--- src/rtl/draw_pkg.sv ---
// Shared types and helpers for the block draw sequencer.
// Holds the sequencer state encoding and tile geometry math.
package draw_pkg;

    typedef enum logic [2:0] {
        IDLE,
        CLEAR,
        FETCH,
        DRAW,
        DONE
    } draw_state_e;

    localparam int DEF_BG_COLOR = 0;

    // Tile origin in pixels; 32 bits wide so nothing is lost before compare.
    function automatic logic [31:0] tile_origin(
        input logic [31:0] col,
        input int          shift
    );
        return col << shift;
    endfunction

endpackage

--- src/rtl/block_raster_counter.sv ---
// Two-dimensional raster counter, inner index fastest.
// Reused for the full-screen clear and for single tile draws.
module block_raster_counter #(
    parameter int IW = 10,
    parameter int OW = 9
) (
    input  logic          clk,
    input  logic          reset,
    input  logic          load,
    input  logic          en,
    input  logic [IW-1:0] inner_max,
    input  logic [OW-1:0] outer_max,
    output logic [IW-1:0] inner,
    output logic [OW-1:0] outer,
    output logic          last
);

    logic [IW-1:0] inner_q, inner_d;
    logic [OW-1:0] outer_q, outer_d;

    // Next position: restart at origin on load, else step inner then outer.
    always_comb begin
        inner_d = inner_q;
        outer_d = outer_q;
        if (load) begin
            inner_d = '0;
            outer_d = '0;
        end else if (en) begin
            if (inner_q == inner_max) begin
                inner_d = '0;
                if (outer_q == outer_max) begin
                    outer_d = '0;
                end else begin
                    outer_d = outer_q + OW'(1);
                end
            end else begin
                inner_d = inner_q + IW'(1);
            end
        end
    end

    // Position registers.
    always_ff @(posedge clk) begin
        if (reset) begin
            inner_q <= '0;
            outer_q <= '0;
        end else begin
            inner_q <= inner_d;
            outer_q <= outer_d;
        end
    end

    assign inner = inner_q;
    assign outer = outer_q;
    assign last  = (inner_q == inner_max) && (outer_q == outer_max);

endmodule

--- src/rtl/block_draw_sequencer.sv ---
// Single sequencer owning the pixel write port: optional clear,
// then up to MAX_BLOCKS square tiles, one pixel per cycle.
module block_draw_sequencer
    import draw_pkg::*;
#(
    parameter int SCREEN_W   = 640,
    parameter int SCREEN_H   = 480,
    parameter int X_W        = 10,
    parameter int Y_W        = 9,
    parameter int COLOR_W    = 1,
    parameter int BG_COLOR   = DEF_BG_COLOR,
    parameter int BLOCK_LOG2 = 3,
    parameter int MAX_BLOCKS = 16,
    parameter int IDX_W      = $clog2(MAX_BLOCKS),
    parameter int N_W        = $clog2(MAX_BLOCKS + 1)
) (
    input  logic               clk,
    input  logic               reset,
    input  logic               start,
    input  logic               clear_en,
    input  logic [N_W-1:0]     n_blocks,
    output logic [IDX_W-1:0]   blk_idx,
    input  logic [X_W-1:0]     blk_col,
    input  logic [Y_W-1:0]     blk_row,
    input  logic [COLOR_W-1:0] blk_color,
    output logic [X_W-1:0]     x,
    output logic [Y_W-1:0]     y,
    output logic [COLOR_W-1:0] pixel_color,
    output logic               pixel_we,
    output logic               busy,
    output logic               done
);

    localparam int B = 1 << BLOCK_LOG2;

    draw_state_e        state_q, state_d;
    logic [N_W-1:0]     n_q, n_d;
    logic [N_W-1:0]     idx_q, idx_d;
    logic [X_W-1:0]     px0_q, px0_d;
    logic [Y_W-1:0]     py0_q, py0_d;
    logic [COLOR_W-1:0] col_q, col_d;

    logic [N_W-1:0]     n_clamp;
    logic [N_W-1:0]     idx_inc;
    logic               idx_last;
    logic [31:0]        px_wide;
    logic [31:0]        py_wide;
    logic               tile_off;

    logic               cnt_load;
    logic               cnt_en;
    logic [X_W-1:0]     cnt_inner_max;
    logic [Y_W-1:0]     cnt_outer_max;
    logic [X_W-1:0]     cnt_inner;
    logic [Y_W-1:0]     cnt_outer;
    logic               cnt_last;

    logic [X_W:0]       draw_x;
    logic [Y_W:0]       draw_y;

    assign n_clamp = (n_blocks > N_W'(MAX_BLOCKS)) ? N_W'(MAX_BLOCKS)
                                                   : n_blocks;
    assign idx_inc  = idx_q + N_W'(1);
    assign idx_last = (idx_inc == n_q);

    assign px_wide  = tile_origin(32'(blk_col), BLOCK_LOG2);
    assign py_wide  = tile_origin(32'(blk_row), BLOCK_LOG2);
    assign tile_off = (px_wide >= 32'(SCREEN_W)) ||
                      (py_wide >= 32'(SCREEN_H));

    assign cnt_load      = (state_q == IDLE) || (state_q == FETCH);
    assign cnt_en        = (state_q == CLEAR) || (state_q == DRAW);
    assign cnt_inner_max = (state_q == DRAW) ? X_W'(B - 1)
                                             : X_W'(SCREEN_W - 1);
    assign cnt_outer_max = (state_q == DRAW) ? Y_W'(B - 1)
                                             : Y_W'(SCREEN_H - 1);

    block_raster_counter #(
        .IW (X_W),
        .OW (Y_W)
    ) u_raster (
        .clk       (clk),
        .reset     (reset),
        .load      (cnt_load),
        .en        (cnt_en),
        .inner_max (cnt_inner_max),
        .outer_max (cnt_outer_max),
        .inner     (cnt_inner),
        .outer     (cnt_outer),
        .last      (cnt_last)
    );

    // Frame sequencing: latch request, walk clear raster and tile list.
    always_comb begin
        state_d = state_q;
        n_d     = n_q;
        idx_d   = idx_q;
        px0_d   = px0_q;
        py0_d   = py0_q;
        col_d   = col_q;
        unique case (state_q)
            IDLE: begin
                if (start) begin
                    n_d   = n_clamp;
                    idx_d = '0;
                    if (clear_en) begin
                        state_d = CLEAR;
                    end else if (n_clamp == '0) begin
                        state_d = DONE;
                    end else begin
                        state_d = FETCH;
                    end
                end
            end
            CLEAR: begin
                if (cnt_last) begin
                    state_d = (n_q == '0) ? DONE : FETCH;
                end
            end
            FETCH: begin
                px0_d = px_wide[X_W-1:0];
                py0_d = py_wide[Y_W-1:0];
                col_d = blk_color;
                if (tile_off) begin
                    idx_d   = idx_inc;
                    state_d = idx_last ? DONE : FETCH;
                end else begin
                    state_d = DRAW;
                end
            end
            DRAW: begin
                if (cnt_last) begin
                    idx_d   = idx_inc;
                    state_d = idx_last ? DONE : FETCH;
                end
            end
            DONE: begin
                state_d = IDLE;
            end
            default: begin
                state_d = IDLE;
            end
        endcase
    end

    // Sequencer registers.
    always_ff @(posedge clk) begin
        if (reset) begin
            state_q <= IDLE;
            n_q     <= '0;
            idx_q   <= '0;
            px0_q   <= '0;
            py0_q   <= '0;
            col_q   <= '0;
        end else begin
            state_q <= state_d;
            n_q     <= n_d;
            idx_q   <= idx_d;
            px0_q   <= px0_d;
            py0_q   <= py0_d;
            col_q   <= col_d;
        end
    end

    assign draw_x = {1'b0, px0_q} + {1'b0, cnt_inner};
    assign draw_y = {1'b0, py0_q} + {1'b0, cnt_outer};

    // Pixel port decoded purely from registered state and counters.
    always_comb begin
        x           = '0;
        y           = '0;
        pixel_color = '0;
        pixel_we    = 1'b0;
        unique case (state_q)
            CLEAR: begin
                x           = cnt_inner;
                y           = cnt_outer;
                pixel_color = COLOR_W'(BG_COLOR);
                pixel_we    = 1'b1;
            end
            DRAW: begin
                x           = draw_x[X_W-1:0];
                y           = draw_y[Y_W-1:0];
                pixel_color = col_q;
                pixel_we    = (draw_x < (X_W+1)'(SCREEN_W)) &&
                              (draw_y < (Y_W+1)'(SCREEN_H));
            end
            default: begin
                pixel_we = 1'b0;
            end
        endcase
    end

    assign busy    = (state_q != IDLE);
    assign done    = (state_q == DONE);
    assign blk_idx = idx_q[IDX_W-1:0];

endmodule

--- config.mk ---
export PLATFORM = sky130hd
export DESIGN_NAME = block_draw_sequencer
export DESIGN_NICKNAME = d
export VERILOG_FILES = /design/src/rtl/draw_pkg.sv /design/src/rtl/block_raster_counter.sv /design/src/rtl/block_draw_sequencer.sv
export SDC_FILE = /design/constraint.sdc
export NUM_CORES = 1
export LEC_CHECK = 0
export BUFFER_PORTS_ARGS = -buffer_cell sky130_fd_sc_hd__buf_2
export CAP_MARGIN = 20
export CORE_ASPECT_RATIO = 0.5
export CORE_MARGIN = 3
export CORE_UTILIZATION = 60
export DETAILED_ROUTE_END_ITERATION = 12
export PLACE_DENSITY = 0.85
export SLEW_MARGIN = 15
export SYNTH_ARGS = -nofsm -noshare
export SYNTH_HDL_FRONTEND = slang
export SYNTH_SLANG_ARGS = --single-unit
--- constraint.sdc ---
create_clock -name clk -period 7.01 [get_ports clk]
set_clock_uncertainty 0.1 [all_clocks]
set_input_delay 1.402 -clock clk [delete_from_list [all_inputs] [get_ports clk]]
set_output_delay 1.402 -clock clk [all_outputs]
set_load 0.005 [all_outputs]
Word-level counts from Yosys, hierarchy flattened
Cells that the tools add are included.
{"block": "totals", "inputBits": 29, "regBits": 46, "out_inout_bits": 27}
{"block": "classes", "n_reduce_logical": 15, "n_eq_ne": 11, "n_lt_le_gt_ge": 5, "n_mux": 22, "add_sub_neg": 5}
{"operator": "two-way mux 3 bit", "count": 8}
{"operator": "two-way mux 10 bit", "count": 2}
{"operator": "two-way mux 5 bit", "count": 4}
{"operator": "one-hot mux 10 bit (2 select lines)", "count": 1}
{"operator": "two-way mux 9 bit", "count": 2}
{"operator": "one-hot mux 9 bit (2 select lines)", "count": 1}
{"operator": "one-hot mux 5 bit (3 select lines)", "count": 1}
{"operator": "greater-or-equal comparator 13 x 10 -> 1 bit (second input constant)", "count": 1}
{"operator": "greater-or-equal comparator 12 x 9 -> 1 bit (second input constant)", "count": 1}
{"operator": "one-hot mux 3 bit (4 select lines)", "count": 1}
{"operator": "adder 10 x 10 -> 11 bit", "count": 1}
{"operator": "< comparator 11 x 10 -> 1 bit (second input constant)", "count": 1}
{"operator": "adder 10 x 1 -> 10 bit (second input constant)", "count": 1}
{"operator": "adder 9 x 9 -> 10 bit", "count": 1}
{"operator": "== test 10 bit", "count": 1}
{"operator": "logical NOT 5 bit", "count": 2}
{"operator": "< comparator 10 x 9 -> 1 bit (second input constant)", "count": 1}
{"operator": "adder 9 x 1 -> 9 bit (second input constant)", "count": 1}
{"operator": "== test 9 bit", "count": 1}
{"operator": "inequality test 2 bit (second input constant)", "count": 4}
{"operator": "== test 3 x 2 -> 1 bit (second input constant)", "count": 2}
{"operator": "nonzero test 3 bit", "count": 2}
{"operator": "adder 5 x 1 -> 5 bit (second input constant)", "count": 1}
{"operator": "== test 5 bit", "count": 1}
{"operator": "12 further kinds", "count": 16}

Logic depth before layout (Yosys ltp)
{"block": "depth", "word_depth": 7, "depth_mapped": 8, "mapped_depth_nobuf": 8}

By module
Synthesis repeated with hierarchy kept, for this count alone.
{"block": "unflattened", "cells_unflattened": 414, "area_unflattened_um2": 3274.4}
{"mod": "block_draw_sequencer", "n_inst": 1, "cells_each": 286, "area_per_inst_um2": 2125.8}
{"mod": "block_raster_counter", "n_inst": 1, "cells_each": 128, "area_per_inst_um2": 1148.6}

Worst setup path after synthesis
OpenSTA, ideal clock, no wires.
{"block": "synth_timing", "path_type": "flip-flop to output port", "from": "register px0_q[3]", "to": "output port pixel_we", "path_buffers": 0, "slack_ns": 3.607, "arrival_time_ns": 1.901, "stages_incl_launch_ff": 9, "cell_sequence": "dfxtp_1 ha_1 fa_1 a211oi_1 o21bai_1 a21oi_1 xnor2_1 o21ai_0 a41o_1"}
{"block": "synth_via", "elab_chain_len": 4}
{"element": "start, declared", "line_no": "block_draw_sequencer.sv:39", "rtl": "logic [X_W-1:0] px0_q, px0_d;"}
{"element": "start signal, assigned", "line_no": "block_draw_sequencer.sv:159", "rtl": "px0_q <= px0_d;"}
{"element": "adder 10 x 10 -> 11 bit", "line_no": "block_draw_sequencer.sv:165", "rtl": "assign draw_x = {1'b0, px0_q} + {1'b0, cnt_inner};"}
{"element": "< comparator 11 x 10 -> 1 bit", "line_no": "block_draw_sequencer.sv:185", "rtl": "pixel_we = (draw_x < (X_W+1)'(SCREEN_W)) &&"}
{"element": "logical AND 1 bit", "line_no": "block_draw_sequencer.sv:185"}
{"element": "one-hot mux 1 bit (2 select lines)", "line_no": "block_draw_sequencer.sv:174", "rtl": "unique case (state_q)"}
{"element": "end, declared", "line_no": "block_draw_sequencer.sv:29", "rtl": "output logic pixel_we,"}
No other way between the ends.

Final worst setup path
{"block": "layout_timing", "from": "register u_raster.inner_q[3] (netlist: u_raster.inner[3])", "to": "output port pixel_we"}
{"block": "layout_via", "elab_chain_len": 4}
{"element": "start, declared", "line_no": "block_raster_counter.sv:18", "rtl": "logic [IW-1:0] inner_q, inner_d;"}
{"element": "start signal, assigned", "line_no": "block_raster_counter.sv:48", "rtl": "inner_q <= inner_d;"}
{"element": "adder 10 x 10 -> 11 bit", "line_no": "block_draw_sequencer.sv:165"}
{"element": "< comparator 11 x 10 -> 1 bit", "line_no": "block_draw_sequencer.sv:185"}
{"element": "logical AND 1 bit", "line_no": "block_draw_sequencer.sv:185"}
{"element": "one-hot mux 1 bit (2 select lines)", "line_no": "block_draw_sequencer.sv:174"}
No other way between the ends.

==> impl_metrics.yaml <==
timing:
  worstMarginPinSlew_ns: 0.829
  rsz0062_at_grt: "no"
  max_slew_margin: 0.445
  slew_viol_final: 0
  timing.fmax_ghz: 0.243
  tns_ns: 0
  fin_crit_sh: 0.587
  hold_violations: 0
  period_needed_ns: 4.12
  finalSetupViolations: 0
synth:
  yosysTopAreaCell: "dfxtp_1"
  ys.flop_type: "dfxtp_1"
  synth_cell_type_count: 51
  synth_area_sq_um: 3010
  synth_top_family_by_area: "simple AND/OR/NAND/NOR gates"
  synthCells: 383
  async_flop_share: 0
  synth_fa_ha_area_frac: 0.0799
  avgSynthCellArea_sq_um: 7.85
  synth_compound_area_frac: 0.170
  ys_ff_latch: 46
  ys_warn_count: 0
  synthSimpleGateAreaFrac: 0.287
  synthMuxAreaShare: 0.0400
  synth_seq_area_share: 0.306
  netlist.area_leader.share: 0.306
  syn_nets: 430
  synth-edff-count: 0
  yosys-top-cells-area: "dfxtp_1 (31%), nor2_1 (6.7%), ha_1 (6.7%)"
  synthXorXnorAreaFrac: 0.0816
floorplanning:
  die_w_um: 106
  rows: 17
  io_pins: 56
  die_h_um: 56.0
  core_sq_um: 4620
  dieArea_sq_um: 5950
  start_util: 0.651
global_route:
  grt_max_degree: 33
  grt_overflow: 0
  grt_pass1_wl_um: 12600
  grt_antenna_before_repair: 0
  grt_usage: 0.261
  grt_pass1_vias: 2715
clock_tree:
  cts_root_buf: "clkbuf_8"
  cts_buffers: 5
  h-tree-depth: 2
  insertion_delay_ns: 0.30
  cts_tree: "built"
  clk_pin_slew_ns: 0.09
  numClockSinks: 46
  cts_buffer_depth: 2
  ctsHoldBuffers: 0
  post_cts_buffers: 0
  ctsResizeCount: 0
place:
  post-dp-hpwl_um: 5700
  gp_congestion: 0.943
  port_buffers: 55
route:
  ant_nets: 0
  drcViolationCount: 0
  drtIter0Drc: 140
  dr_total_vias: 2921
  wl_per_cell_um: 15.3
  routed_wirelength_um: 7540
  via_per_inst: 5.91
  firstDrtPassIters: 4
critical_path:
  critPathSlowestCell: "dfxtp_1"
  required_ns: 5.51
  cp_max_fo: 10
  worstReg2RegStart: "state_q[1]"
  cp.arrival_ns: 2.62
  reg2reg_slack_ns: 4.30
  path_cells: "ha_1, fa_1, a211oi_1, o21bai_1, a21oi_1, xnor2_1, o21ai_0, a41o_1, buf_2"
  worst_setup_path_end_kind: "output pin"
  path_class: "register to output pin"
  worst-r2r-cell-count: 7
  slowest_delay_ns: 0.43
  start_kind: "register"
  r2r_end: "state_q[2]"
final_layout:
  syn_to_final_growth_pct: 12.2
  final_util: 0.730
  antenna_cells: 0
  nets: 474
  final_common_cell: "buf_2"
  drive_gt1_frac: 0.173
  final_cell_mix: "buf_2 (55), nor2_1 (54), dfxtp_1 (46)"
power_and_ir_drop:
  power_density_nw_per_um2: 196
  irDropWorstVdd_v: 0.000119
  leakagePower_uw: 0.00143
  finalPower_uw: 662
worst_hold_path:
  worstHoldPathCells: 2
  worstHoldStart: "col_q"
  hold_path_end: "col_q"
  hp-class: "register to register"
run:
  drv_cap: 0
run_status:
  outcome: "finished clean"
## area by class of cell
class / instances / area [sq um]
multi-input cells: 313 / 1980
repair buffers: 56 / 283
clock inverters: 2 / 13.8
flip-flops and latches: 46 / 921
fillers: 410 / 1240
clock buffers: 6 / 72.6
well taps: 66 / 82.6
inverters: 5 / 18.8
## through the flow
| step | instance area (sq um) | hold WS (ns) | setup WS (ns) | instances |
|---|---|---|---|---|
| detailed placement | 3280 | 0.352 | 3.28 | 486 |
| CTS | 3370 | 0.365 | 2.94 | 494 |
| global placement | 3280 | 0.343 | 3.29 | 486 |
| global route | 3370 | 0.385 | 2.75 | 494 |
| floorplan | 3010 | 0.332 | 3.61 | 383 |
| finish | 3370 | 0.359 | 2.89 | 494 |
## how the worst max path moves through the flow
stage,from,endpoint,cells past startpoint
after global placement,u_raster.inner[3],pixel_we,9
after CTS,u_raster.inner[3],pixel_we,9
final,u_raster.inner[3],pixel_we,9
after global routing,u_raster.inner[3],pixel_we,9
after floorplan,px0_q[3],pixel_we,8
after detailed placement,u_raster.inner[3],pixel_we,9
## cells by family after synthesis
family / Yosys count
xor gates and xnor gates: 28
and+or+nand+nor: 173
AOI/OAI and AO/OA: 82
DFF: 46
buffers and inverters: 24
muxes: 12
adders and majority gates: 18
## synthesized netlist by cell type, types with 3 or more instances
cell / instances
nor2_1: 54
dfxtp_1: 46
nand2_1: 44
a21oi_1: 35
o21ai_0: 17
ha_1: 16
xnor2_1: 15
clkbuf_1: 14
xor2_1: 13
mux2i_1: 12
nand3_1: 12
a211oi_1: 8
and2_1: 8
nand4_1: 8
nor3_1: 8
or3_1: 7
nor3b_1: 6
inv_1: 5
buf_4: 4
nand3b_1: 4
a31oi_1: 3
and3_1: 3
o21bai_1: 3
or4_1: 3
## critical path, delay by kind of cell, from the launching register on
kind,cells,cell delay [ns]
buffers and inverters,1,0.12
flip-flops,1,0.43
AO/OA/AOI/OAI,5,0.88
XOR/XNOR,1,0.17
adder cells (fa/ha/maj),2,0.72
## state kept, by name, indices dropped and copies added (netlist names)
name	count
u_raster.outer	9
idx_q	5
py0_q	6
px0_q	7
state_q	3
col_q	1
u_raster.inner	10
n_q	5
## layer usage
| layer | up-vias | GRT usage | part of all wire |
|---|---|---|---|
| li1 | 1441 | - | - |
| met1 | 1381 | 0.351 | 0.45 |
| met2 | 87 | 0.422 | 0.48 |
| met3 | 12 | 0.0626 | 0.065 |
| met4 | 0 | 0.0664 | 0.011 |
| met5 | - | 0 | 0 |
## where the power goes
group	switching, uW	internal [uW]
sequential	21.3	280
clock	91.2	70.5
combinational	125	74.2
No activity file was read; power rests on OpenSTA's default activity.
